## config.mk

```make
export PLATFORM = sky130hd
export DESIGN_NAME = pm_prefetch_unit_flat
export DESIGN_NICKNAME = d
export VERILOG_FILES = /design/src/rtl/pm_fetch_pkg.sv /design/src/rtl/pm_prefetch_unit_if.sv /design/src/rtl/pm_fetch_fifo.sv /design/src/rtl/pm_prefetch_unit.sv /design/src/flat_wrapper.sv
export SDC_FILE = /design/constraint.sdc
export NUM_CORES = 1
export LEC_CHECK = 0
export BUFFER_PORTS_ARGS = -buffer_cell sky130_fd_sc_hd__buf_4
export CAP_MARGIN = 20
export CORE_MARGIN = 2
export CORE_UTILIZATION = 45
export DETAILED_ROUTE_END_ITERATION = 8
export GPL_TIMING_DRIVEN = 1
export PLACE_DENSITY = 0.72
export SYNTH_ARGS = -nofsm -noshare
export SYNTH_HDL_FRONTEND = slang
export SYNTH_SLANG_ARGS = --single-unit
```

## constraint.sdc

```tcl
create_clock -name clk -period 1.8 [get_ports clk]
set_input_delay 0 -clock clk [delete_from_list [all_inputs] [get_ports clk]]
set_output_delay 0 -clock clk [all_outputs]
set_load 0.005 [all_outputs]
```

## src/rtl/pm_fetch_pkg.sv

```systemverilog
// pm_fetch_pkg
// Shared definitions for the program-memory prefetch front end:
//   - fetch_state_t : FSM state encoding (FETCH, FULL)
//   - PM_AW_DEFAULT / PM_DW_DEFAULT : default address / instruction widths
//   - ptr_width()   : index width for a power-of-two depth (minimum 1 bit)
package pm_fetch_pkg;

  localparam int PM_AW_DEFAULT = 8;
  localparam int PM_DW_DEFAULT = 8;

  typedef enum logic [0:0] {
    FETCH = 1'b0,
    FULL  = 1'b1
  } fetch_state_t;

  // Width of an index into a structure of 'depth' entries. Never returns 0,
  // so a depth (or latency) of 1 still gets a legal one-bit counter.
  function automatic int ptr_width(input int depth);
    return (depth > 1) ? $clog2(depth) : 1;
  endfunction

endpackage

```

## src/rtl/pm_prefetch_unit_if.sv

```systemverilog
// pm_prefetch_unit_if
// Bundles the CPU-side fetch handshake and the program ROM bus.
//   CPU side : redirect, redirect_addr, instr_ready  (CPU -> unit)
//              instr_valid, instr_data, instr_addr   (unit -> CPU)
//   ROM side : rom_addr, rom_rd                       (unit -> ROM)
//              rom_data                               (ROM -> unit)
// Modports:
//   slave  - the prefetch unit
//   master - the environment (CPU datapath plus ROM)
interface pm_prefetch_unit_if
  import pm_fetch_pkg::*;
#(
  parameter int AW = PM_AW_DEFAULT,
  parameter int DW = PM_DW_DEFAULT
);

  logic          redirect;
  logic [AW-1:0] redirect_addr;
  logic          instr_ready;
  logic          instr_valid;
  logic [DW-1:0] instr_data;
  logic [AW-1:0] instr_addr;
  logic [AW-1:0] rom_addr;
  logic          rom_rd;
  logic [DW-1:0] rom_data;

  modport slave (
    input  redirect, redirect_addr, instr_ready, rom_data,
    output instr_valid, instr_data, instr_addr, rom_addr, rom_rd
  );

  modport master (
    output redirect, redirect_addr, instr_ready, rom_data,
    input  instr_valid, instr_data, instr_addr, rom_addr, rom_rd
  );

endinterface

```

## src/rtl/pm_fetch_fifo.sv

```systemverilog
// pm_fetch_fifo
// Small synchronous first-word-fall-through FIFO holding {address, word}
// pairs for the prefetch unit.
// Ports:
//   clk, srst       : clock, synchronous active-high reset
//   flush           : empties the FIFO; wins over push and pop
//   push, wdata     : write one entry (accepted when full only if a pop
//                     happens in the same cycle)
//   pop             : drop the head entry (ignored when empty)
//   rdata           : head entry, meaningful only while !empty
//   full, empty     : occupancy flags
//   count           : occupancy, 0..DEPTH
// DEPTH must be a power of two so the pointers wrap naturally.
module pm_fetch_fifo
  import pm_fetch_pkg::*;
#(
  parameter int WIDTH = 16,
  parameter int DEPTH = 4,
  parameter int PW    = ptr_width(DEPTH)
) (
  input  logic             clk,
  input  logic             srst,
  input  logic             flush,
  input  logic             push,
  input  logic             pop,
  input  logic [WIDTH-1:0] wdata,
  output logic [WIDTH-1:0] rdata,
  output logic             full,
  output logic             empty,
  output logic [PW:0]      count
);

  localparam logic [PW:0] FULL_COUNT = (PW+1)'(DEPTH);

  // Only a handful of entries: a register array with a combinational head
  // read keeps the head visible in the same cycle it becomes valid.
  logic [WIDTH-1:0] mem [DEPTH];
  logic [PW-1:0]    wr_ptr_reg;
  logic [PW-1:0]    rd_ptr_reg;
  logic [PW:0]      count_reg;
  logic             do_push;
  logic             do_pop;

  assign empty   = (count_reg == '0);
  assign full    = (count_reg == FULL_COUNT);
  assign count   = count_reg;
  assign rdata   = mem[rd_ptr_reg];
  assign do_pop  = pop && !empty;
  // When full, a same-cycle pop frees the slot the push lands in.
  assign do_push = push && (!full || do_pop);

  always_ff @(posedge clk) begin
    if (do_push && !flush) begin
      mem[wr_ptr_reg] <= wdata;
    end
  end

  always_ff @(posedge clk) begin
    if (srst || flush) begin
      wr_ptr_reg <= '0;
      rd_ptr_reg <= '0;
      count_reg  <= '0;
    end else begin
      if (do_push) begin
        wr_ptr_reg <= wr_ptr_reg + PW'(1);
      end
      if (do_pop) begin
        rd_ptr_reg <= rd_ptr_reg + PW'(1);
      end
      case ({do_push, do_pop})
        2'b10:   count_reg <= count_reg + (PW+1)'(1);
        2'b01:   count_reg <= count_reg - (PW+1)'(1);
        default: count_reg <= count_reg;
      endcase
    end
  end

endmodule

```

## src/rtl/pm_prefetch_unit.sv

```systemverilog
// pm_prefetch_unit
// Program-memory fetch front end. Issues sequential reads to a fixed-latency
// ROM, buffers {address, word} pairs in a FIFO and hands them to the CPU
// through a valid/ready handshake. A redirect flushes everything and
// restarts fetching at redirect_addr.
// Ports:
//   clk    : clock, rising edge
//   reset  : synchronous active-high reset
//   bus    : pm_prefetch_unit_if.slave (CPU handshake + ROM bus)
//   stall_cycles, redirect_count : 16-bit saturating performance counters,
//            present only when FETCH_PERF_EN is defined
// Optional feature macro: FETCH_PERF_EN
module pm_prefetch_unit
  import pm_fetch_pkg::*;
#(
  parameter int            AW          = PM_AW_DEFAULT,
  parameter int            DW          = PM_DW_DEFAULT,
  parameter int            ROM_LATENCY = 2,
  parameter int            FIFO_DEPTH  = 4,
  parameter logic [AW-1:0] RESET_ADDR  = '0
) (
  input  logic        clk,
  input  logic        reset,
  pm_prefetch_unit_if.slave bus
`ifdef FETCH_PERF_EN
  ,
  output logic [15:0] stall_cycles,
  output logic [15:0] redirect_count
`endif
);

  localparam int            LW       = ptr_width(ROM_LATENCY);
  localparam int            CW       = ptr_width(FIFO_DEPTH) + 1;
  localparam logic [LW-1:0] LAT_LAST = LW'(ROM_LATENCY - 1);

  fetch_state_t     state_reg, state_next;
  logic [LW-1:0]    lat_cnt_reg, lat_cnt_next;
  logic [AW-1:0]    fetch_ptr_reg, fetch_ptr_next;
  logic             rom_rd_reg, rom_rd_next;

  logic             push, pop, will_be_full;
  logic             fifo_full, fifo_empty;
  logic [CW-1:0]    fifo_count;
  logic [AW+DW-1:0] fifo_rdata;

  pm_fetch_fifo #(
    .WIDTH (AW + DW),
    .DEPTH (FIFO_DEPTH)
  ) u_fifo (
    .clk   (clk),
    .srst  (reset),
    .flush (bus.redirect),
    .push  (push),
    .pop   (pop),
    .wdata ({fetch_ptr_reg, bus.rom_data}),
    .rdata (fifo_rdata),
    .full  (fifo_full),
    .empty (fifo_empty),
    .count (fifo_count)
  );

  // Occupancy after this cycle's push, net of a same-cycle pop.
  assign will_be_full = (fifo_count + CW'(1) - CW'(pop)) == CW'(FIFO_DEPTH);

  // State register
  always_ff @(posedge clk) begin
    if (reset) begin
      state_reg     <= FETCH;
      lat_cnt_reg   <= '0;
      fetch_ptr_reg <= RESET_ADDR;
      rom_rd_reg    <= 1'b0;
    end else begin
      state_reg     <= state_next;
      lat_cnt_reg   <= lat_cnt_next;
      fetch_ptr_reg <= fetch_ptr_next;
      rom_rd_reg    <= rom_rd_next;
    end
  end

  // Next-state logic; redirect overrides everything and abandons the read.
  always_comb begin
    state_next     = state_reg;
    lat_cnt_next   = lat_cnt_reg;
    fetch_ptr_next = fetch_ptr_reg;
    if (bus.redirect) begin
      state_next     = FETCH;
      lat_cnt_next   = '0;
      fetch_ptr_next = bus.redirect_addr;
    end else begin
      case (state_reg)
        FETCH: begin
          if (lat_cnt_reg == LAT_LAST) begin
            lat_cnt_next   = '0;
            fetch_ptr_next = fetch_ptr_reg + AW'(1);
            if (will_be_full) begin
              state_next = FULL;
            end
          end else begin
            lat_cnt_next = lat_cnt_reg + LW'(1);
          end
        end
        FULL: begin
          lat_cnt_next = '0;
          if (pop) begin
            state_next = FETCH;
          end
        end
        default: state_next = FETCH;
      endcase
    end
  end

  // Output logic
  always_comb begin
    push            = (state_reg == FETCH) && (lat_cnt_reg == LAT_LAST) &&
                      !bus.redirect && (!fifo_full || pop);
    pop             = !fifo_empty && bus.instr_ready && !bus.redirect;
    rom_rd_next     = (state_next == FETCH);
    bus.instr_valid = !fifo_empty;
    // Head is forced to zero while empty so the CPU never sees stale data.
    {bus.instr_addr, bus.instr_data} = fifo_empty ? '0 : fifo_rdata;
  end

  assign bus.rom_addr = fetch_ptr_reg;
  assign bus.rom_rd   = rom_rd_reg;

`ifdef FETCH_PERF_EN
  logic [15:0] stall_cycles_reg;
  logic [15:0] redirect_count_reg;

  always_ff @(posedge clk) begin
    if (reset) begin
      stall_cycles_reg   <= '0;
      redirect_count_reg <= '0;
    end else begin
      if (bus.instr_ready && fifo_empty && (stall_cycles_reg != 16'hFFFF)) begin
        stall_cycles_reg <= stall_cycles_reg + 16'd1;
      end
      if (bus.redirect && (redirect_count_reg != 16'hFFFF)) begin
        redirect_count_reg <= redirect_count_reg + 16'd1;
      end
    end
  end

  assign stall_cycles   = stall_cycles_reg;
  assign redirect_count = redirect_count_reg;
`endif

endmodule
```

## src/flat_wrapper.sv

```systemverilog
// flat-port wrapper written by rule: the top's interface ports become plain ports
module pm_prefetch_unit_flat import pm_fetch_pkg::*;
#(
  parameter int            AW          = PM_AW_DEFAULT,
  parameter int            DW          = PM_DW_DEFAULT,
  parameter int            ROM_LATENCY = 2,
  parameter int            FIFO_DEPTH  = 4,
  parameter logic [AW-1:0] RESET_ADDR  = '0
)
  (clk, reset, bus_redirect, bus_redirect_addr, bus_instr_ready, bus_rom_data, bus_instr_valid, bus_instr_data, bus_instr_addr, bus_rom_addr, bus_rom_rd);
  pm_prefetch_unit_if #(.AW(AW), .DW(DW)) bus_i ();
  input  logic clk;
  input  logic reset;
  input wire logic [$bits(bus_i.redirect)-1:0] bus_redirect;
  input wire logic [$bits(bus_i.redirect_addr)-1:0] bus_redirect_addr;
  input wire logic [$bits(bus_i.instr_ready)-1:0] bus_instr_ready;
  input wire logic [$bits(bus_i.rom_data)-1:0] bus_rom_data;
  output wire logic [$bits(bus_i.instr_valid)-1:0] bus_instr_valid;
  output wire logic [$bits(bus_i.instr_data)-1:0] bus_instr_data;
  output wire logic [$bits(bus_i.instr_addr)-1:0] bus_instr_addr;
  output wire logic [$bits(bus_i.rom_addr)-1:0] bus_rom_addr;
  output wire logic [$bits(bus_i.rom_rd)-1:0] bus_rom_rd;
  assign bus_i.redirect = bus_redirect;
  assign bus_i.redirect_addr = bus_redirect_addr;
  assign bus_i.instr_ready = bus_instr_ready;
  assign bus_i.rom_data = bus_rom_data;
  assign bus_instr_valid = bus_i.instr_valid;
  assign bus_instr_data = bus_i.instr_data;
  assign bus_instr_addr = bus_i.instr_addr;
  assign bus_rom_addr = bus_i.rom_addr;
  assign bus_rom_rd = bus_i.rom_rd;
  pm_prefetch_unit #(.AW(AW), .DW(DW), .ROM_LATENCY(ROM_LATENCY), .FIFO_DEPTH(FIFO_DEPTH), .RESET_ADDR(RESET_ADDR)) u_core (.clk(clk), .reset(reset), .bus(bus_i));
endmodule
```

---- Word level (Yosys, flattened, before mapping) ----
Memories as Yosys holds them, arrays and structs flattened. A register that Yosys moved wholly into a read port is not among the register bits.
Index checks and enable logic that the tools add are counted.
operators by class
  reduce and logical (&&, ||, !) cells .... 19
  div/mod/pow operators ................... 0
  bitwise operators ....................... 2
  $mul .................................... 0
  order comparisons ....................... 0
  mux-type cells .......................... 16
  $add $sub $neg .......................... 7
  eq/ne operators ......................... 5
  shift-type cells ........................ 0
operators with widths
  cell                                               count
  2-to-1 mux 8 bit                                   3
  2-to-1 mux 16 bit                                  1
  adder 8 x 1 -> 8 bit (second input constant)       1
  logical AND 1 bit                                  8
  2-to-1 mux 1 bit                                   7
  == test 3 bit (second input constant)              2
  one-hot mux 3 bit (2 select lines)                 1
  adder 2 x 1 -> 2 bit (second input constant)       2
  2-to-1 mux 2 bit                                   2
  one-hot mux 1 bit (2 select lines)                 2
  nonzero test 2 bit                                 2
  adder 3 x 1 -> 3 bit (second input constant)       1
  zero test 1 bit                                    3
  zero test 3 bit                                    1
  logical OR 1 bit                                   3
  subtractor 3 x 1 -> 3 bit                          1
  subtractor 3 x 1 -> 3 bit (second input constant)  1
  == test 2 x 1 -> 1 bit (second input constant)     1
  == test 2 bit (second input constant)              1
  != test 2 bit (second input constant)              1
  inverter 1 bit                                     2
  AND reduction 2 bit                                1
  OR reduction 2 bit                                 1
  adder 1 bit (second input constant)                1
storage, ports and cells
  memories ................................ 1
  output and inout port bits .............. 26
  latch bits .............................. 0
  ROM bits ................................ 0
  register bits ........................... 18
  RAM bits ................................ 64
memory list
  memory             words  bits a word  rd ports  clocked after Yosys merged registers in  write ports  RTL line             RTL
  u_core.u_fifo.mem  4      16           1         1                                        1            pm_fetch_fifo.sv:37  logic [WIDTH-1:0] mem [DEPTH];

---- Logic depth before layout (Yosys ltp) ----
  depth in word-level cells ............... 11
  depth in mapped cells ................... 9
  depth with buffers taken out ............ 9

---- Modules after synthesis ----
Synthesis repeated with hierarchy kept, for this count alone.
second synthesis, totals
  cell total of the unflattened synthesis .. 226
  area, all modules ....................... 3,532.1 um^2
modules (own cells, without submodules)
  module            cells an instance  area an instance (um^2)  times used  sequential area each (um^2)
  pm_fetch_fifo     138                2,811.4                  1           2,102.0
  pm_prefetch_unit  88                 720.7                    1           220.2

---- Worst setup path before layout ----
Ideal clock, no wire load.
  path kind ............................... register to register
  start point ............................. reg u_core.u_fifo.count_reg[0] (netlist: u_core.u_fifo.count[0])
  end point ............................... reg u_core.u_fifo.count_reg[2] (netlist: u_core.u_fifo.count[2])
  cell stages (with the launch flop) ...... 9
  data arrival time ....................... 1.886 ns
  library setup time ...................... 0.072 ns
  path slack .............................. -0.158 ns
  data required time ...................... 1.728 ns
  clock period less this slack ............ 1.958 ns
  path through ............................ dfxtp_1 > inv_1 > ha_1 > nor2b_1 > clkbuf_1 > nor3_1 > ha_1 > or3_1 > a21oi_1
between the ends
  word-level cells in the longest chain between the ends .. 9
  elaborated cells between the ends (all ways) .. 17
RTL lines
  element                                                                   RTL line                                      RTL
  from (decl)                                                               pm_fetch_fifo.sv:40                           logic [PW:0] count_reg;
  from (signal assigned)                                                    pm_fetch_fifo.sv:71                           2'b10: count_reg <= count_reg + (PW+1)'(1);
  from (signal assigned)                                                    pm_fetch_fifo.sv:72                           2'b01: count_reg <= count_reg - (PW+1)'(1);
  from (signal assigned)                                                    pm_fetch_fifo.sv:73                           default: count_reg <= count_reg;
  zero test 3 bit (*)                                                       pm_fetch_fifo.sv:44                           assign empty = (count_reg == '0);
  zero test 1 bit (*)                                                       pm_fetch_fifo.sv:48, pm_prefetch_unit.sv:117
  logical AND 1 bit (2 in a row)                                            pm_prefetch_unit.sv:117                       pop = !fifo_empty && bus.instr_ready && !bus.redirect;
  logical AND 1 bit (*)                                                     pm_fetch_fifo.sv:48                           assign do_pop = pop && !empty;
  net u_core.u_fifo.do_pop                                                  pm_fetch_fifo.sv:42                           logic do_pop;
  logical OR 1 bit                                                          pm_fetch_fifo.sv:50                           assign do_push = push && (!full || do_pop);
  logical AND 1 bit                                                         pm_fetch_fifo.sv:50
  == test 2 x 1 -> 1 bit or == test 2 bit (tied branches)                   pm_fetch_fifo.sv:70                           case ({do_push, do_pop})
  one-hot mux 3 bit (2 select lines) or nonzero test 2 bit (tied branches)  --
The timed path passes the listed nets; every way through them passes the cells marked *.
A chain may end at the register's enable or synchronous reset.

---- Worst setup path in the final report ----
  start point ............................. reg u_core.u_fifo.count_reg[0] (netlist: u_core.u_fifo.count[0])
  end point ............................... out bus_instr_addr[2]
between the ends
  word-level cells in the longest chain between the ends .. 2
RTL lines
  element            RTL line                 RTL
  zero test 3 bit    pm_fetch_fifo.sv:44
  2-to-1 mux 16 bit  pm_prefetch_unit.sv:121  {bus.instr_addr, bus.instr_data} = fifo_empty ? '0 : fifo_rdata;
  to (decl)          flat_wrapper.sv:20       output wire logic [$bits(bus_i.instr_addr)-1:0] bus_instr_addr;
Every way passes these cells.

==> impl_metrics.tcl <==
set metrics [dict create \
    outcome "complete, no violations" \
    initialDrtViolationCount 179 \
    synth_cells 230 \
    cts.sinks 84 \
    cts_buffer_depth 2 \
    cts-buffers-inserted 9 \
    dieArea_mm2 0.008597 \
    finalCritPeriodShare_pct 98.70 \
    worst_r2r_endpoint "u_core.bus.rom_rd" \
    cellLeakagePower_nw 1.747 \
    path_clk_slew_ns 0.09 \
    finClkSkew_ns 0.01193 \
    post-synth-top-count-cell "edfxtp_1" \
    final_nets 353 \
    die-height_um 92.72 \
    arrival_ns 1.78 \
    largest_register_ff_count 64 \
    hpwl_mm 4.376 \
    diodes 0 \
    viasPerCell 5.145 \
    cp.required_ns 1.80 \
    chipWidth_um 92.72 \
    grt_pass1_vias 2259 \
    synth-seq-area-share_pct 65.56 \
    ant_nets 0 \
    drive_gt1_share_pct 39.76 \
    grt_max_degree 19 \
    cts_tree "built" \
    synth_flop_cell "edfxtp_1" \
    wl_per_cell_um 15.27 \
    hold_viol 0 \
    floorplan.initialDensity_pct 46.08 \
    fin_crit_ns 1.777 \
    hold_depth 2 \
    area_growth_pct 34.65 \
    fmax_mhz 562.9 \
    dr.pass1.iters 4 \
    yosys_warnings 0 \
    crit_path_max_fanout 18 \
    avgSynthCellArea_um2 15.40 \
    synth_common_cells "edfxtp_1, dfxtp_1, and2_1, mux4_2, inv_1" \
    port_buffers 45 \
    worstHoldStart "bus_rom_data[4]" \
    yosysUniqueCellTypes 41 \
    layoutNonFillerInstCount 429 \
    yosysTopAreaCellShare_pct 54.26 \
    maxCapViolCount 0 \
    rsz0062_at_grt "yes" \
    cts_root_buf "clkbuf_8" \
    route.detailed.drc 0 \
    core_mm2 0.007687 \
    io_pins 46 \
    synth_fp_nets 261 \
    grt_antenna_before_repair 0 \
    final_area_mm2 0.004770 \
    multi_input_area_mm2 0.001226 \
    start_kind "flop" \
    gp_congestion 0.7597 \
    worst-r2r-cell-count 8 \
    worstMarginPinSlew_ns 0.4737 \
    synth_top_area_cell "edfxtp_1" \
    grt.total_usage_pct 16.35 \
    grt_pass1_wl_mm 10.68 \
    rows 32 \
    synth-seq-cells 84 \
    min_path_type "input pin to flop" \
    cts.htree.levels 3 \
    peakVddDrop_v 0.0003990 \
    vias 2207 \
    overflow 0 \
    path_common_cell "buf_6" \
    synthArstFlopShare_pct 0 \
    fillers 589 \
    critPathMaxStageDelay_ns 0.33 \
    crit_slowest_cell "dfxtp_2" \
    synth_edf_count 64 \
    rr_startpoint "u_core.u_fifo.count[1]" \
    drt_wl_total_mm 6.551 \
    post-place-cells 391 \
    holdWs_ns 0.3998 \
    setup_viol 0 \
    dpl_cell_area_mm2 0.004237 \
    slew_headroom_pct 68.35 \
    power.density_mw_per_mm2 822.4 \
    synth_area_mm2 0.003542 \
    synth_area_leaders "edfxtp_1, dfxtp_1, mux4_2" \
    worst_setup_path_end_kind "primary output" \
    worstSkewPairLatency_ns 0.35 \
    path_cells "inv_2 -> ha_4 -> nor2b_4 -> buf_6 -> buf_6 -> clkinvlp_4 -> buf_12 -> and2_1 -> buf_4" \
    hold_end "u_core.u_fifo.mem[1][4]" \
    path_class "flop to primary output" \
    regArea_mm2 0.002325 \
    slew_viol_final 0 \
    reg2reg_setup_slack_ns 0.05 \
]
layer usage:
layer	up-vias	share of wire (%)	global-route usage (%)
li1	1066	-	-
met1	1090	42	19.35
met2	44	53	28.89
met3	7	3.5	3.662
met4	0	1.4	6.618
met5	-	0	0
per-stage QoR:
stage | power (mW) | util [%] | setup slack [ns] | TNS, ns
finish | 3.922 | 62.04 | 0.02343 | 0
global route | 4.086 | 62.04 | -0.06024 | -0.8888
CTS | 3.953 | 61.08 | 0.0002341 | 0
detailed placement | 2.420 | 55.11 | -0.04856 | -0.1454
global placement | 2.411 | 55.11 | -0.001814 | -0.001814
floorplan | 2.290 | - | 0.01067 | 0
area by class of cell:
class                   instances  area share (%)
repair buffers                 90           16.97
multi-input cells             124           25.71
well taps                     102           2.676
inverters                      13           1.102
flip-flops and latches         84           48.74
clock buffers                   9           2.597
clock inverters                 7           2.204
worst max-delay path, delay by kind of cell, from the launching register on:
kind	cells	cell delay [ns]
DFF	1	0.33
and+or+nand+nor	2	0.28
adders and majority gates	1	0.14
buffers and inverters	6	0.67
report_power, final:
| part | leakage (nW) | total, mW | internal (mW) | switching, mW |
|---|---|---|---|---|
| sequential | 0.746 | 2.15 | 2.11 | 0.0310 |
| combinational | 0.888 | 0.286 | 0.168 | 0.118 |
| clock | 0.112 | 1.49 | 0.802 | 0.689 |
| total | 1.75 | 3.92 | 3.08 | 0.838 |
repair_timing:
action,4_1_cts,5_1_grt
hold buffers,19,0
pin swaps,1,3
hold endpoints to repair,42,0
gates resized for setup,8,20
setup buffers,1,2
setup endpoints to repair,23,20
cell usage in the layout, fill, tap and decap left out, drive strengths merged, types with 9 or more instances in the layout:
| cell type | n |
|---|---|
| dlygate4sd3 | 19 |
| ha | 11 |
| buf | 71 |
| inv | 14 |
| o21ai | 9 |
| mux4 | 16 |
| clkbuf | 9 |
| and2 | 16 |
| dfxtp | 20 |
| edfxtp | 64 |
| nor2 | 10 |
cells by family (layout without fill, tap and decap cells):
| group | Yosys count | count (layout) | synth area share (%) |
|---|---|---|---|
| multiplexers | 18 | 18 | 10.74 |
| AO/OA/AOI/OAI | 33 | 33 | 6.111 |
| adder cells (fa/ha/maj) | 11 | 11 | 3.885 |
| XOR/XNOR | 4 | 4 | 1.413 |
| flip-flops | 84 | 84 | 65.56 |
| AND/OR/NAND/NOR | 58 | 58 | 9.679 |
| buffers and inverters | 22 | 119 | 2.614 |
worst max path at each step:
stage	from	slack, ns	end
after floorplan	u_core.u_fifo.count[0]	0.01	u_core.u_fifo.count[2]
after global placement	u_core.u_fifo.count[1]	-0.002	u_core.u_fifo.count[0]
after detailed placement	u_core.u_fifo.count[1]	-0.05	u_core.u_fifo.count[2]
after CTS	u_core.u_fifo.count[0]	0.0002	bus_instr_addr[7]
after global routing	u_core.u_fifo.count[1]	-0.06	u_core.u_fifo.count[1]
final	u_core.u_fifo.count[0]	0.02	bus_instr_addr[2]
No activity file was read; power rests on OpenSTA's default activity.
